===== src/rtl/devil_pkg.sv =====
// rtl/devil_pkg.sv - shared constants and types for the devil snoop-response scheduler
//
// Purpose: CTRL.FUNC encodings, CTRL register bit positions and the scheduler
//          state type, shared by devil_cr_sched and the register file.
// Ports:   none (package).
package devil_pkg;

  // CTRL.FUNC encodings; any other value leaves snoops untouched.
  localparam logic [3:0] FUNC_OSH = 4'd0;
  localparam logic [3:0] FUNC_CON = 4'd1;

  // CTRL register bit positions (LSB of each field).
  localparam int CTRL_EN_BIT      = 0;
  localparam int CTRL_TEST_BIT    = 1;
  localparam int CTRL_FUNC_BIT    = 5;
  localparam int CTRL_CRRESP_BIT  = 9;
  localparam int CTRL_ACFLT_BIT   = 14;
  localparam int CTRL_ADDRFLT_BIT = 15;
  localparam int CTRL_OSHEN_BIT   = 16;
  localparam int CTRL_CONEN_BIT   = 17;
  localparam int CTRL_DELAY_BIT   = 18;

  typedef enum logic [1:0] {
    ST_IDLE  = 2'd0,
    ST_DELAY = 2'd1,
    ST_RESP  = 2'd2
  } state_e;

endpackage


===== src/rtl/devil_addr_match.sv =====
// rtl/devil_addr_match.sv - combinational snoop address window check
//
// Purpose: addr_ok_o = base <= addr < base+size, computed one bit wider than
//          the AC address so base+size can never wrap. A zero size never matches.
// Ports:
//   addr_i     in  ADDR_W      snoop address
//   base_i     in  CFG_ADDR_W  window base (zero-extended)
//   size_i     in  CFG_ADDR_W  window size (zero-extended)
//   addr_ok_o  out 1           address lies inside the window
module devil_addr_match #(
  parameter int ADDR_W     = 44,
  parameter int CFG_ADDR_W = 32
) (
  input  logic [ADDR_W-1:0]     addr_i,
  input  logic [CFG_ADDR_W-1:0] base_i,
  input  logic [CFG_ADDR_W-1:0] size_i,
  output logic                  addr_ok_o
);

  localparam int XW = ADDR_W + 1;

  logic [XW-1:0] addr_x;
  logic [XW-1:0] base_x;
  logic [XW-1:0] end_x;

  assign addr_x = {1'b0, addr_i};
  assign base_x = XW'(base_i);
  assign end_x  = base_x + XW'(size_i);

  assign addr_ok_o = (size_i != '0) && (addr_x >= base_x) && (addr_x < end_x);

endmodule


===== src/rtl/devil_cr_sched.sv =====
// rtl/devil_cr_sched.sv - ACE snoop-response scheduler with programmable delay and forced CRRESP
//
// Purpose: accepts one AC snoop at a time, classifies it against the acsnoop
//          and address filters, optionally holds it for cfg_delay cycles and
//          answers it on CR with either the forced cfg_crresp or zero. Every
//          accepted snoop is answered exactly once.
// Ports:
//   clk_100MHz, reset           clock, synchronous active-high reset
//   acvalid/acready/acaddr/acsnoop   AC snoop request channel
//   crvalid/crready/crresp           CR snoop response channel
//   cfg_*                       register-file configuration (CTRL, DELAY,
//                               ACSNOOP, BASE_ADDR, MEM_SIZE)
//   status_clr                  STATUS write-1 pulse
//   status_osh_done             sticky: one-shot has fired
//   status_hit_cnt              saturating count of delayed/forced responses
module devil_cr_sched
  import devil_pkg::*;
#(
  parameter int ADDR_W     = 44,
  parameter int SNOOP_W    = 4,
  parameter int CRRESP_W   = 5,
  parameter int DELAY_W    = 32,
  parameter int CFG_ADDR_W = 32,
  parameter int CNT_W      = 16
) (
  input  logic                  clk_100MHz,
  input  logic                  reset,
  input  logic                  acvalid,
  output logic                  acready,
  input  logic [ADDR_W-1:0]     acaddr,
  input  logic [SNOOP_W-1:0]    acsnoop,
  output logic                  crvalid,
  input  logic                  crready,
  output logic [CRRESP_W-1:0]   crresp,
  input  logic                  cfg_en,
  input  logic [3:0]            cfg_func,
  input  logic [CRRESP_W-1:0]   cfg_crresp,
  input  logic                  cfg_acflt,
  input  logic                  cfg_addrflt,
  input  logic                  cfg_oshen,
  input  logic                  cfg_conen,
  input  logic [DELAY_W-1:0]    cfg_delay,
  input  logic [SNOOP_W-1:0]    cfg_acsnoop,
  input  logic [CFG_ADDR_W-1:0] cfg_base_addr,
  input  logic [CFG_ADDR_W-1:0] cfg_mem_size,
  input  logic                  status_clr,
  output logic                  status_osh_done,
  output logic [CNT_W-1:0]      status_hit_cnt
);

  state_e               state_q;
  logic                 acready_q;
  logic                 crvalid_q;
  logic [CRRESP_W-1:0]  crresp_q;
  logic [CRRESP_W-1:0]  resp_val_q;   // response captured at the AC handshake
  logic                 hit_q;
  logic                 osh_q;        // captured snoop was a one-shot hit
  logic [DELAY_W-1:0]   cnt_q;
  logic                 osh_done_q;
  logic                 osh_done_d;
  logic [CNT_W-1:0]     hit_cnt_q;
  logic [CNT_W-1:0]     hit_cnt_d;

  logic addr_ok;
  logic snoop_ok;
  logic armed;
  logic hit;
  logic ac_fire;
  logic cr_fire;
  logic set_hit;

  devil_addr_match #(
    .ADDR_W     (ADDR_W),
    .CFG_ADDR_W (CFG_ADDR_W)
  ) u_addr_match (
    .addr_i    (acaddr),
    .base_i    (cfg_base_addr),
    .size_i    (cfg_mem_size),
    .addr_ok_o (addr_ok)
  );

  assign armed = cfg_en &&
                 (((cfg_func == FUNC_OSH) && cfg_oshen && !osh_done_q) ||
                  ((cfg_func == FUNC_CON) && cfg_conen));
  assign snoop_ok = !cfg_acflt || (acsnoop == cfg_acsnoop);
  assign hit      = armed && snoop_ok && (!cfg_addrflt || addr_ok);

  assign ac_fire = (state_q == ST_IDLE) && acvalid && acready_q;
  assign cr_fire = (state_q == ST_RESP) && crvalid_q && crready;
  assign set_hit = cr_fire && hit_q;

  // Clear is applied first so a simultaneous set still lands (done=1, cnt=1).
  always_comb begin
    osh_done_d = osh_done_q;
    hit_cnt_d  = hit_cnt_q;
    if (status_clr) begin
      osh_done_d = 1'b0;
      hit_cnt_d  = '0;
    end
    if (set_hit && osh_q) begin
      osh_done_d = 1'b1;
    end
    if (set_hit && (hit_cnt_d != '1)) begin
      hit_cnt_d = hit_cnt_d + CNT_W'(1);
    end
  end

  always_ff @(posedge clk_100MHz) begin
    if (reset) begin
      osh_done_q <= 1'b0;
      hit_cnt_q  <= '0;
    end else begin
      osh_done_q <= osh_done_d;
      hit_cnt_q  <= hit_cnt_d;
    end
  end

  always_ff @(posedge clk_100MHz) begin
    if (reset) begin
      state_q    <= ST_IDLE;
      acready_q  <= 1'b0;
      crvalid_q  <= 1'b0;
      crresp_q   <= '0;
      resp_val_q <= '0;
      hit_q      <= 1'b0;
      osh_q      <= 1'b0;
      cnt_q      <= '0;
    end else begin
      case (state_q)
        ST_IDLE: begin
          if (ac_fire) begin
            acready_q  <= 1'b0;
            hit_q      <= hit;
            osh_q      <= hit && (cfg_func == FUNC_OSH);
            resp_val_q <= hit ? cfg_crresp : '0;
            // A zero delay answers on the same schedule as a miss.
            if (hit && (cfg_delay != '0)) begin
              state_q <= ST_DELAY;
              cnt_q   <= cfg_delay;
            end else begin
              state_q   <= ST_RESP;
              crvalid_q <= 1'b1;
              crresp_q  <= hit ? cfg_crresp : '0;
            end
          end else begin
            acready_q <= 1'b1;
          end
        end

        ST_DELAY: begin
          // Leave on the last counted cycle so crvalid rises exactly D
          // cycles after DELAY is entered; dropping cfg_en aborts early
          // but still answers with the captured response.
          if (!cfg_en || (cnt_q <= DELAY_W'(1))) begin
            state_q   <= ST_RESP;
            crvalid_q <= 1'b1;
            crresp_q  <= resp_val_q;
            cnt_q     <= '0;
          end else begin
            cnt_q <= cnt_q - DELAY_W'(1);
          end
        end

        ST_RESP: begin
          if (cr_fire) begin
            state_q   <= ST_IDLE;
            crvalid_q <= 1'b0;
            crresp_q  <= '0;
            acready_q <= 1'b1;
            hit_q     <= 1'b0;
            osh_q     <= 1'b0;
          end
        end

        default: begin
          state_q   <= ST_IDLE;
          acready_q <= 1'b0;
          crvalid_q <= 1'b0;
          crresp_q  <= '0;
        end
      endcase
    end
  end

  assign acready         = acready_q;
  assign crvalid         = crvalid_q;
  assign crresp          = crresp_q;
  assign status_osh_done = osh_done_q;
  assign status_hit_cnt  = hit_cnt_q;

endmodule


===== config.mk =====
export PLATFORM = sky130hd
export DESIGN_NAME = devil_cr_sched
export DESIGN_NICKNAME = d
export VERILOG_FILES = /design/src/rtl/devil_pkg.sv /design/src/rtl/devil_addr_match.sv /design/src/rtl/devil_cr_sched.sv
export SDC_FILE = /design/constraint.sdc
export NUM_CORES = 1
export LEC_CHECK = 0
export CAP_MARGIN = 0
export CORE_MARGIN = 3
export CORE_UTILIZATION = 45
export CTS_CLUSTER_DIAMETER = 120
export DETAILED_ROUTE_END_ITERATION = 7
export PLACE_DENSITY = 0.87
export SYNTH_ARGS = -nofsm -noshare
export SYNTH_HDL_FRONTEND = slang
export SYNTH_SLANG_ARGS = --single-unit

===== constraint.sdc =====
create_clock -name clk_100MHz -period 6.48 [get_ports clk_100MHz]
set_clock_uncertainty 0.05 [all_clocks]
set_input_delay 1.944 -clock clk_100MHz [delete_from_list [all_inputs] [get_ports clk_100MHz]]
set_output_delay 1.944 -clock clk_100MHz [all_outputs]
set_load 0.02 [all_outputs]

After elaboration in Yosys (flattened, before gate mapping)

Index checks and enable logic that the tools add are counted.

Logic and storage cells: 96
Output and inout port bits: 24
Register bits after elaboration: 65
Input bits: 167

$add $sub $neg: 3
Bitwise gates (word level): 1
Reductions and logical operators: 38
Muxes and demuxes: 31
Order comparisons: 3
Equality and inequality tests: 10

Operators with widths:

| cell                  | number |
|---|---|
| $mux 32               | 3 |
| $pmux 32 s2           | 1 |
| $reduce_bool 32->1    | 2 |
| $lt 44x45->1          | 1 |
| $ge 44x32->1          | 1 |
| $add 32x32->33        | 1 |
| $le 32x1->1 const B   | 1 |
| $mux 16               | 2 |
| $sub 32x1->32 const B | 1 |
| $mux 5                | 5 |
| $logic_and 1x1->1     | 17 |
| $add 16x1->16 const B | 1 |
| $ne 16x16->1 const B  | 1 |
| $pmux 5 s3            | 1 |
| $mux 1                | 10 |
| $reduce_and 3->1      | 3 |
| $mux 2                | 4 |
| $ne 2x2->1 const B    | 4 |
| $pmux 1 s3            | 2 |
| $pmux 2 s3            | 1 |
| $reduce_bool 2->1     | 3 |
| $eq 4x1->1 const B    | 1 |
| $eq 4x4->1            | 1 |
| $logic_not 1->1       | 4 |
| other kinds (10)      | 15 |

Longest topological paths before layout

Word-level depth: 11
Gate-level depth with buffers: 24
Gate-level depth less buffers: 22

Cells and area by module

A second synthesis with hierarchy kept.

Cells, all modules: 971
Area, all modules: 7307.0 sq um

By module, submodules not included:

| module           | cells an instance | instances | seq. area each (sq um) | area each (sq um) |
|---|---|---|---|---|
| devil_cr_sched   | 508               | 1         | 1301.2                 | 3893.7 |
| devil_addr_match | 463               | 1         | 0.0                    | 3413.3 |

Least setup slack after synthesis

OpenSTA, ideal clock, no wires.

Path kind: input -> register
Start point: in cfg_base_addr[5]
End point: reg crresp_q[0] (netlist: crresp[0])
Path slack: 0.359 ns
Stages: 21
Required time: 6.308 ns
Arrival time: 5.949 ns
Path through: ha_1 a21o_1 a211o_1 o21ai_0 a21boi_1 a2111oi_0 o21ai_1 nor2_1 xor2_1 ha_1 a21o_1 a21o_1 a21oi_1 and3b_1 o41a_1 a211o_1 and3_1 buf_6 buf_6 nand2_2 o311a_1

Longest elaborated chain between the ends: 9
Elaborated cells between the ends (all ways): 14

RTL lines:

| what                                                     | RTL line                                       | source |
|---|---|---|
| start: declaration                                       | devil_cr_sched.sv:44                           | `input logic [CFG_ADDR_W-1:0] cfg_base_addr,` |
| $add 32x32->33 / $ge 44x32->1 (equally long branches)    | devil_addr_match.sv:28, devil_addr_match.sv:30 |  |
| $lt 44x45->1 / $logic_and 1x1->1 (equally long branches) | devil_addr_match.sv:30                         | `assign addr_ok_o = (size_i != '0) && (addr_x >= base_x) && (addr_x < end_x);` |
| $logic_and 1x1->1 *                                      | devil_addr_match.sv:30                         |  |
| $logic_or 1x1->1 *                                       | devil_cr_sched.sv:86                           | `assign hit = armed && snoop_ok && (!cfg_addrflt \|\| addr_ok);` |
| $logic_and 1x1->1 *                                      | devil_cr_sched.sv:86                           |  |
| $mux 5                                                   | devil_cr_sched.sv:143                          | `crresp_q <= hit ? cfg_crresp : '0;` |
| $mux 5                                                   | devil_cr_sched.sv:137                          | `if (hit && (cfg_delay != '0)) begin` |
| $mux 5                                                   | devil_cr_sched.sv:131                          | `if (ac_fire) begin` |
| $pmux 5 s3                                               | devil_cr_sched.sv:129                          | `case (state_q)` |
| end signal: assignment                                   | devil_cr_sched.sv:143                          |  |
| end signal: assignment                                   | devil_cr_sched.sv:157                          | `crresp_q <= resp_val_q;` |
| end: declaration                                         | devil_cr_sched.sv:54                           | `logic [CRRESP_W-1:0] crresp_q;` |

Every way passes the cells marked *; elsewhere a longest branch is shown, timed or not. The select of a mux whose other input is x is not followed.
A chain may end at the register's enable or synchronous reset.

Worst setup path in the final report

Start point: in cfg_mem_size[6]
End point: reg crresp_q[3] (netlist: crresp[3])

Longest elaborated chain between the ends: 9
Elaborated cells between the ends (all ways): 14

RTL lines:

| what                                                        | RTL line                                       | source |
|---|---|---|
| start: declaration                                          | devil_cr_sched.sv:45                           | `input logic [CFG_ADDR_W-1:0] cfg_mem_size,` |
| $add 32x32->33 / $reduce_bool 32->1 (equally long branches) | devil_addr_match.sv:28, devil_addr_match.sv:30 |  |
| $lt 44x45->1 / $logic_and 1x1->1 (equally long branches)    | devil_addr_match.sv:30                         |  |
| $logic_and 1x1->1 *                                         | devil_addr_match.sv:30                         |  |
| $logic_or 1x1->1 *                                          | devil_cr_sched.sv:86                           |  |
| $logic_and 1x1->1 *                                         | devil_cr_sched.sv:86                           |  |
| $mux 5                                                      | devil_cr_sched.sv:143                          |  |
| $mux 5                                                      | devil_cr_sched.sv:137                          |  |
| $mux 5                                                      | devil_cr_sched.sv:131                          |  |
| $pmux 5 s3                                                  | devil_cr_sched.sv:129                          |  |

Marked as above.

==> impl_results.md <==
- Status: complete, no violations
- Delay-heaviest family, CP: compound AO/OA/AOI/OAI gates
- Flop2flop setup slack: 3310 ps
- VDD IR max: 0.144 mV
- CP endpoint kind: flip-flop
- Latest clock arrival within the worst-skew pair: 340 ps
- Avg WL per Cell: 18.7 um
- Met3 WL: 1970 um
- Yosys reg bits: 65
- Period utilisation layout: 98.8%
- Post-synthesis mux area share: 0.453%
- Post-CTS Hold Fix Bufs: 0
- Metal2 WL: 11600 um
- Startpoint Class: input pin
- Die height: 130 um
- IO Pins: 191
- DP Area: 9300 um^2
- Die X: 130 um
- Cell count after synthesis: 883
- Total CTS buffers: 9
- Layout area overhead: 47.4%
- DR top layer: met4
- Switching Fraction: 32.0%
- Post-detailed-route count of antenna-violating nets: 0
- Cell Chain, Critical Path: clkdlybuf4s50_1, ha_4, a2111oi_4, nor3_1, a221o_1, a21oi_2, nor2b_1, o21ai_1, nand2b_1, a21oi_2, xor2_1, ha_1, nand4_1, or3_4, o21ai_1, nor3_1, a211o_1, and3_1, buf_4, a221o_1, o311a_1
- First-pass GRT wire length: 35700 um
- Worst r2r src: state_q[0]
- Fmax: 156 MHz
- Asr flop ratio synth: 0%
- Largest net degree at the start of global routing: 58
- Max Slew Vio Count: 0
- Final nets: 1392
- Tmin final: 6400 ps
- P per Cell Area: 147 nW/um^2
- Global placement routability congestion: 0.961
- Drt pass-1 iters: 6
- Hold Crit Start: resp_val_q[1]
- Die area: 16900 um^2
- Reg power frac: 27.6%
- Yosys top cell by area: dfxtp_1
- Root buffer cell: clkbuf_16
- Final WL: 24600 um
- Final hold violations: 0
- Clock slew at reported path FFs: 50 ps
- Register area share after synthesis: 18.9%
- Largest family of logic cells by synthesized area: compound AO/OA/AOI/OAI gates
- Ranking of synthesized cells by area: dfxtp_1 (19%), ha_1 (18%), a21oi_1 (6.3%)
- Synth Area in XOR/XNOR: 6.86%
- Initial DRC count: 748
- CP arrival: 6580 ps
- N_diodes: 0
- Worst reg2reg path depth: 7
- Port bufs: 190
- R2R Path End: cnt_q[20]
- # DRC: 0
- CP Buf/Inv Count: 2
- Initial Utilization: 46.8%
- GRT Total Usage: 25.9%
- Detail Placement HPWL: 17700 um
- Hold-critical path endpoint: resp_val_q[1]
- Complex-gate fraction of the synthesized area: 27.4%
- Vias: 8137
- Post-route setup TNS: 0 ps
- Vias in the first global route: 7644
- Net Sw Power: 0.000478 W
- Share of layout cells above drive strength 1: 14.7%
- CP max stage cell: clkdlybuf4s50_1
- H-tree Lvls: 3
- Synth cell types: 79
- Synth Area in Simple Gates: 22.7%
- Comb pwr share: 40.5%
- Internal: 0.00101 W
- Worst EP required: 6660 ps
- WS Path Type: input pin to flip-flop
- Hold Path Class: flip-flop to flip-flop
- Final instance area: 10200 um^2
- Syn Area/Cell: 7.81 um^2
- CTS sink count: 65
- Total gr overflow: 0
- Max_cap viols: 0
- Fin Hold WS: 419 ps
- Hold Path Depth: 2
- Adder-cell share of the synthesized area: 18.2%
- Area share of the largest cell type after synthesis: 18.9%
- Max-slew headroom: 17.8%
- CP Depth: 21
- Initial antenna violation count: 0
- P_leak: 4.27 nW
- CP max stage delay: 540 ps
- Max Fanout on Critical Path: 9
- Syn_nets: 1150
- Vias/cell: 6.20
- Worst setup startpoint: cfg_mem_size[6]
- Core outline area: 14800 um^2
- Worst slew pin tran: 1230 ps
- Power share of the clock group: 31.9%
- Post-synth EDFFs: 0
- Met1 wire length: 9790 um
- Ys flop type: dfxtp_1
- Clock Path Buffers: 2
- Setup violators final: 0
- # rows: 44
- Syn. warnings: 0
- CTS tree: yes
- Post-synth design cell area: 6900 um^2
[registers in the layout, indices dropped and copies added (netlist names)]
| signal | count |
|---|---|
| status_osh_done | 1 |
| status_hit_cnt | 16 |
| osh_q | 1 |
| resp_val_q | 5 |
| acready | 1 |
| state_q | 2 |
| crresp | 5 |
| hit_q | 1 |
| crvalid | 1 |
| cnt_q | 32 |
[cells by family (layout without fill, tap and decap cells)]
logic type               Yosys count  count (layout)
buffers and inverters             87             333
multiplexers                       3               3
AO/OA/AOI/OAI                    278             278
XOR/XNOR                          54              54
flip-flops                        65              65
adder cells (fa/ha/maj)          100             100
AND/OR/NAND/NOR                  296             296
[worst min-delay path, cell delays in order, from the launching register on]
cell     delay, ps
dfxtp_1        320
nand2_1         60
a21oi_1         50
[how the worst max path moves through the flow]
| stage | end | slack (ps) |
|---|---|---|
| 2_1_floorplan | crresp[0] | 360 |
| 3_3_place_gp | cnt_q[25] | -290 |
| 3_5_place_dp | cnt_q[14] | -550 |
| 4_1_cts | cnt_q[23] | 7 |
| 5_1_grt | cnt_q[23] | -110 |
| 6_report | crresp[3] | 80 |
[layer usage]
layer  global-route usage [%]  vias up
met1                     31.2     3797
met4                     11.1        0
met5                        0        -
met3                     6.84      103
met2                     43.6      445
li1                         -     3792
[power by group through the flow]
stage | sequential, W | clock, W | combinational, W
after global routing | 0.000412 | 0.000503 | 0.000652
after floorplan | 0.000423 | 0 | 0.000288
after detailed placement | 0.000419 | 0 | 0.000534
after CTS | 0.000411 | 0.000483 | 0.000540
after global placement | 0.000419 | 0 | 0.000519
final | 0.000412 | 0.000476 | 0.000604
[what timing repair did]
action	CTS	global route
setup endpoints to repair	46	47
pin swaps	2	46
cloned	0	6
gates resized for setup	7	71
buffers inserted	0	10
[Yosys cell counts (all sizes together), types with 3 or more instances]
cell type	n
a21o	35
and2	4
nand2b	14
and3	5
a311oi	6
o21ai	45
a32oi	4
nand3b	4
buf	11
a21oi	90
o21a	6
nand2	69
ha	99
and4	3
or3	8
a211oi	12
inv	58
a22oi	9
o211ai	6
or4	5
nor3	27
xnor2	32
nand4	24
dfxtp	65
clkbuf	18
nor2	60
nor2b	14
or2	13
nand3	14
nor4	25
a21boi	4
o32ai	9
a221o	7
a221oi	10
a31oi	9
o311a	5
xor2	22
[cell usage in the layout (no fill, tap or decap), drive strengths merged, types with 6 or more instances in the layout]
cell type / count
a31oi: 9
a21o: 35
nand4: 24
o21ai: 45
o32ai: 9
buf: 67
dfxtp: 65
ha: 99
a221o: 7
nor2b: 14
xor2: 22
nor4: 25
dlymetal6s2s: 10
nand3: 14
o21a: 6
nor3: 27
o211ai: 6
clkbuf: 14
a21oi: 90
nand2: 69
a221oi: 10
nor2: 60
a22oi: 9
or3: 8
inv: 58
nand2b: 14
a311oi: 6
a211oi: 12
clkdlybuf4s50: 179
xnor2: 32
or2: 13
[cell type report]
| type | count | area [um^2] |
|---|---|---|
| sequential | 65 | 1300 |
| clock inverter | 5 | 57.6 |
| fill | 1100 | 4580 |
| timing repair buffer | 260 | 2560 |
| inverter | 58 | 218 |
| tap | 184 | 230 |
| multi-input combinational | 731 | 5570 |
| clock buffer | 10 | 229 |
[metrics by stage]
stage	instances	worst slack (ps)	utilization (%)	power, W
floorplan	883	359	-	0.000711
global placement	1283	-286	63.1	0.000938
detailed placement	1283	-549	63.1	0.000953
CTS	1298	7.48	65.2	0.00143
global route	1313	-109	68.9	0.00157
finish	1313	76.1	68.9	0.00149
Power figures use the tool's default switching activity.
